<file path="config.mk">
export PLATFORM = sky130hd
export DESIGN_NAME = if_stage
export DESIGN_NICKNAME = d
export VERILOG_FILES = /design/src/rtl/if_stage_pkg.sv /design/src/rtl/if_stage.sv
export SDC_FILE = /design/constraint.sdc
export NUM_CORES = 1
export LEC_CHECK = 0
export CORE_MARGIN = 4
export CORE_UTILIZATION = 37
export CTS_BUF_LIST = sky130_fd_sc_hd__clkbuf_4
export DETAILED_ROUTE_END_ITERATION = 10
export PLACE_DENSITY = 0.77
export SYNTH_ARGS = -nofsm -noshare
export SYNTH_HDL_FRONTEND = slang
export SYNTH_SLANG_ARGS = --single-unit
export TNS_END_PERCENT = 1
</file>
<file path="constraint.sdc">
create_clock -name clk -period 2.3 [get_ports clk]
set_clock_uncertainty 0.2 [all_clocks]
set_input_delay 0.69 -clock clk [delete_from_list [all_inputs] [get_ports clk]]
set_output_delay 0.69 -clock clk [all_outputs]
set_load 0.005 [all_outputs]
</file>
<file path="src/rtl/if_stage_pkg.sv">
// Shared CPU package: fetch-stage FSM encoding and reset defaults.
package if_stage_pkg;

  typedef enum logic [1:0] {
    ST_REQ  = 2'd0,
    ST_WAIT = 2'd1,
    ST_HOLD = 2'd2
  } fetch_state_e;

  localparam logic [31:0] RESET_PC_DEFAULT = 32'h0000_3000;
  localparam logic [31:0] NOP_INSTR        = 32'h0000_0000;

  function automatic logic [31:0] word_align(input logic [31:0] addr);
    return {addr[31:2], 2'b00};
  endfunction

endpackage

</file>
<file path="src/rtl/if_stage.sv">
// Instruction fetch stage: request/wait/hold FSM feeding the internal F/D register.
module if_stage
  import if_stage_pkg::*;
#(
  parameter logic [31:0] RESET_PC = RESET_PC_DEFAULT
) (
  input  logic        clk,
  input  logic        reset,
  input  logic [31:0] NPC,
  input  logic        stall,
  input  logic        im_gnt,
  input  logic        im_rvalid,
  input  logic [31:0] im_rdata,
  output logic        im_req,
  output logic [31:0] im_addr,
  output logic [31:0] F_PC,
  output logic [31:0] D_PC,
  output logic [31:0] D_Instr,
  output logic        fetch_busy
);

  fetch_state_e state_r;
  fetch_state_e state_nxt_s;
  logic [31:0]  buf_r;
  logic         f_ready_s;
  logic         transfer_s;

  // State register
  always_ff @(posedge clk) begin
    if (reset) begin
      state_r <= ST_REQ;
    end else begin
      state_r <= state_nxt_s;
    end
  end

  // Next-state logic; REQ deliberately ignores stall so fetch overlaps a frozen D
  always_comb begin
    state_nxt_s = state_r;
    case (state_r)
      ST_REQ: begin
        if (im_gnt) state_nxt_s = ST_WAIT;
        else        state_nxt_s = ST_REQ;
      end
      ST_WAIT: begin
        if (im_rvalid && stall)  state_nxt_s = ST_HOLD;
        else if (im_rvalid)      state_nxt_s = ST_REQ;
        else                     state_nxt_s = ST_WAIT;
      end
      ST_HOLD: begin
        if (stall) state_nxt_s = ST_HOLD;
        else       state_nxt_s = ST_REQ;
      end
      default: state_nxt_s = ST_REQ;
    endcase
  end

  // Output decode
  always_comb begin
    im_req     = 1'b0;
    f_ready_s  = 1'b0;
    case (state_r)
      ST_REQ:  im_req    = 1'b1;
      ST_WAIT: f_ready_s = im_rvalid;
      ST_HOLD: f_ready_s = 1'b1;
      default: im_req    = 1'b0;
    endcase
    fetch_busy = ~f_ready_s;
    transfer_s = f_ready_s & ~stall;
    im_addr    = word_align(F_PC);
  end

  // PC and F/D register; D never takes a bubble, it only changes when F delivers
  always_ff @(posedge clk) begin
    if (reset) begin
      F_PC    <= RESET_PC;
      D_PC    <= RESET_PC;
      D_Instr <= NOP_INSTR;
      buf_r   <= 32'h0000_0000;
    end else if (transfer_s) begin
      D_Instr <= (state_r == ST_HOLD) ? buf_r : im_rdata;
      D_PC    <= F_PC;
      F_PC    <= NPC;
    end else if ((state_r == ST_WAIT) && im_rvalid && stall) begin
      buf_r   <= im_rdata;
    end else begin
      buf_r   <= buf_r;
    end
  end

endmodule

</file>
Word level (Yosys, flattened, before mapping) --
Cells that the tools add are included.
Storage, ports and cells: latch bits 0, memory bits (writable) 0, logic and storage cells 24, bits in read-only memories 0, memories 0, flip-flop bits (word level) 130, output and inout port bits 130, input bits 69
Operators by class: div/mod/pow operators 0, bitwise gates (word level) 4, shift operators 0, reductions and logical operators 5, magnitude comparators 0, muxes and demuxes 8, equal/unequal tests 2, $add $sub $neg 0, multipliers 0
Operators with widths (count):
- two-way mux 32 bit | 1
- case mux 2 bit (3 select lines) | 1
- two-way mux 2 bit | 2
- logical AND 1 bit | 3
- two-way mux 1 bit | 3
- NOT 1 bit | 3
- == test 2 x 1 -> 1 bit, second input constant | 1
- == test 2 bit, second input constant | 1
- logical NOT 2 bit | 1
- case mux 1 bit (2 select lines) | 1
- AND reduction 2 bit | 1
- bitwise AND 1 bit | 1

Depth between registers and ports, before layout --
depth after elaboration 5, depth in mapped cells 10, gate-level depth less buffers 5

Worst setup path before layout --
No wires, ideal clock.
kind input -> output, start in im_rvalid, end out fetch_busy, buffers on the path 3, data arrival time 1.450 ns, data required time 1.410 ns, stages 5, path slack -0.040 ns, cell sequence a21o_1 -> buf_2 -> buf_2 -> clkbuf_1 -> nand2_1
On the way: word-level cells in the longest chain between the ends 2
Ends and longest elaborated chain:
- start, declared | line if_stage.sv:12 | input logic im_rvalid,
- case mux 1 bit (2 select lines) | line if_stage.sv:62 | case (state_r)
- NOT 1 bit | line if_stage.sv:68 | fetch_busy = ~f_ready_s;
- end, declared | line if_stage.sv:19 | output logic fetch_busy
No other way between the ends.

Worst setup path in the final report --
Same ends and word-level chain as after synthesis.

==> flow_metrics.tcl <==
set metrics [dict create \
    dp_hpwl_um 10690 \
    synth_area_sq_mm 0.005602 \
    min_path_type "reg -> reg" \
    critPathKind "in -> out" \
    cts_made_buffers 17 \
    vias 4761 \
    ys_seq_area_share_pct 46.46 \
    setup_viol 1 \
    swShare_pct 24.00 \
    synthTopCellsByCount "dfxtp_1 (130), nand2_1 (65), a21oi_1 (64)" \
    clock-sinks 130 \
    via_per_inst 5.097 \
    die_area_sq_mm 0.01717 \
    synth.most_common_cell "dfxtp_1" \
    die_w_um 131.0 \
    yosys_warnings 0 \
    yosysUniqueCellTypes 28 \
    ys.flop_type "dfxtp_1" \
    cts_root_buf "clkbuf_4" \
    postPlaceCellArea_sq_mm 0.007566 \
    p_leak_uw 0.003275 \
    syn_avg_cell_area_sq_um 9.575 \
    slowest_delay_ns 0.44 \
    post-route-period-util_pct 104.8 \
    p_seq_share_pct 55.0 \
    grt_pass1_vias 4960 \
    intPower_uw 3182 \
    min_period_ns 2.411 \
    track_usage_pct 18.56 \
    grt-ovfl-total 0 \
    grt_max_degree 44 \
    pre_cts_ws_ns -0.5649 \
    layout.nets 812 \
    drt_wl_total_um 15490 \
    ys_ff_latch 130 \
    r2r_slack_ns 0.22 \
    status "complete, but fails checks" \
    startpoint_type "primary input" \
    antenna_left 0 \
    drive_above_1_share_pct 19.87 \
    cts_tree "yes" \
    timing.final.hold_violations 0 \
    maxCapViolCount 0 \
    cellPowerDensity_mw_per_mm2 536.7 \
    synth_edf_count 0 \
    core_sq_mm 0.01470 \
    drc 0 \
    crit_fanout 2 \
    yosysTopAreaCell "dfxtp_1" \
    maxSlewViolCount 0 \
    hold_buffers 0 \
    p_clk_share_pct 34.2 \
    worst_setup_hold_path_clk_slew_ns 0.10 \
    antenna_cells 0 \
    yosysTopAreaCellShare_pct 46.46 \
    crit_path_cell_trace "clkdlybuf4s50_1 > a21o_4 > nand2_2 > buf_6" \
    grt_pass1_wl_um 25050 \
    comb_power_share_pct 10.8 \
    design_area_sq_mm 0.007800 \
    die_h_um 131.0 \
    start_util_pct 38.11 \
    num_rows 44 \
    p_sw_uw 1005 \
    slew_headroom_pct 60.07 \
    async_reset_ff_share_pct 0 \
    cpMaxStageDelayCell "clkdlybuf4s50_1" \
    htree_levels 4 \
    rsz0062_at_grt "true" \
    wl_per_cell_um 16.58 \
    ys_top_cells_by_area "dfxtp_1 (46%), mux2i_1 (11%), nand2b_1 (6.7%)" \
    worst_slack_ns -0.1114 \
    ir_drop_mv 0.3111 \
    clk_latency_ns 0.52 \
    antenna_found_initial 0 \
    netlist_instances 585 \
    gp_congestion 0.7630 \
    ios 199 \
    endpoint_kind "output pin" \
    required_ns 1.41 \
    clockBufferDepth 2 \
    drt_first_pass_iters 4 \
    portBuffers 196 \
    drt_iter0_drc 237 \
    violations "setup timing" \
    cp_data_arrival_time_ns 1.52 \
    layout-area-overhead-vs-synth_pct 39.25 \
    clock.fmax_mhz 414.7 \
    worst_pin_slew_ns 0.5990 \
]
[worst max-delay path, delay by kind of cell]
kind / cells / cell delay (ns)
buf+inv: 2 / 0.54
simple gates: 1 / 0.06
compound gates: 1 / 0.23
[repair_timing]
item	in CTS	in global routing
setup endpoints to repair	128	27
pin swaps	1	1
resized for setup	203	10
setup buffers	0	1
[cell usage in the layout (no fill, tap or decap), drive strengths merged]
cell / netlist / final
a22oi: 1 / 1
ha: 4 / 4
buf: 51 / 27
clkinvlp: 0 / 1
nand2: 66 / 66
dlygate4sd2: 0 / 126
a211oi: 32 / 32
clkinv: 0 / 6
nand3: 1 / 1
a21oi: 64 / 64
nand4b: 30 / 30
dfxtp: 130 / 130
conb: 1 / 2
and2: 1 / 1
a211o: 4 / 4
clkdlybuf4s50: 0 / 67
and3: 6 / 6
nor3: 1 / 1
clkbuf: 35 / 21
nor2: 1 / 1
bufinv: 0 / 2
nor2b: 1 / 1
a21o: 1 / 1
nand2b: 60 / 60
mux2i: 62 / 62
o21ai: 30 / 30
inv: 3 / 3
[power groups by stage]
stage | logic [uW] | clock network [uW] | registers, uW
4_1_cts | 444 | 1490 | 2300
5_1_grt | 490 | 1580 | 2310
6_report | 450 | 1430 | 2300
2_1_floorplan | 217 | 0 | 2350
3_5_place_dp | 458 | 0 | 2350
3_3_place_gp | 449 | 0 | 2350
[sequential cells by signal, summed over array words and instances, names as in the netlist]
register and cells:
D_Instr 32, buf_r 32, F_PC 32, D_PC 32, state_r 2
[final timing paths]
check	startpoint	to	depth (start not counted)
setup / recovery	im_rvalid	fetch_busy	4
hold / removal	buf_r[31]	buf_r[31]	2
setup reg to reg	state_r[1]	D_PC[15]	7
hold reg to reg	buf_r[31]	buf_r[31]	2
[cell families (layout without fill, tap and decap cells)]
| logic type | after synthesis | in the layout | share of synthesized area (%) |
|---|---|---|---|
| and+or+nand+nor | 167 | 167 | 17.00 |
| AOI/OAI and AO/OA | 132 | 132 | 15.55 |
| DFF | 130 | 130 | 46.46 |
| buffers and inverters | 89 | 253 | 8.957 |
| muxes | 62 | 62 | 11.08 |
| adders and majority gates | 4 | 4 | 0.8935 |
| other | 1 | 2 | 0.06694 |
[per-stage QoR]
stage	hold WS, ns	setup TNS (ns)	power (uW)	util (%)	std cells
finish	0.2600	-0.1114	4187	53.06	934
global route	0.2773	-0.1596	4383	53.06	934
CTS	0.2646	-0.1553	4242	52.66	933
detailed placement	0.2493	-37.06	2813	51.47	903
global placement	0.2410	-35.66	2800	51.47	903
floorplan	0.2360	0	2568	-	586
[cell type report]
cell class | instances | area, sq um
Sequential cell | 130 | 2689
Timing Repair Buffer | 220 | 2057
Clock buffer | 21 | 157.7
Fill cell | 1362 | 6899
Clock inverter | 9 | 91.34
Multi-Input combinational cell | 367 | 2559
Tap cell | 184 | 230.2
Inverter | 3 | 16.27
[routing by layer]
layer  part of all wire (%)  routed length (um)  vias up  GRT usage, %
met5                      0                   0        -             0
met4                    2.3                 362        0         7.562
met3                    5.8                 897       25         5.569
met2                     52                8019      142         32.20
met1                     40                6207     2293         21.29
li1                       -                   -     2301             -
(Power assumes the default switching activity.)
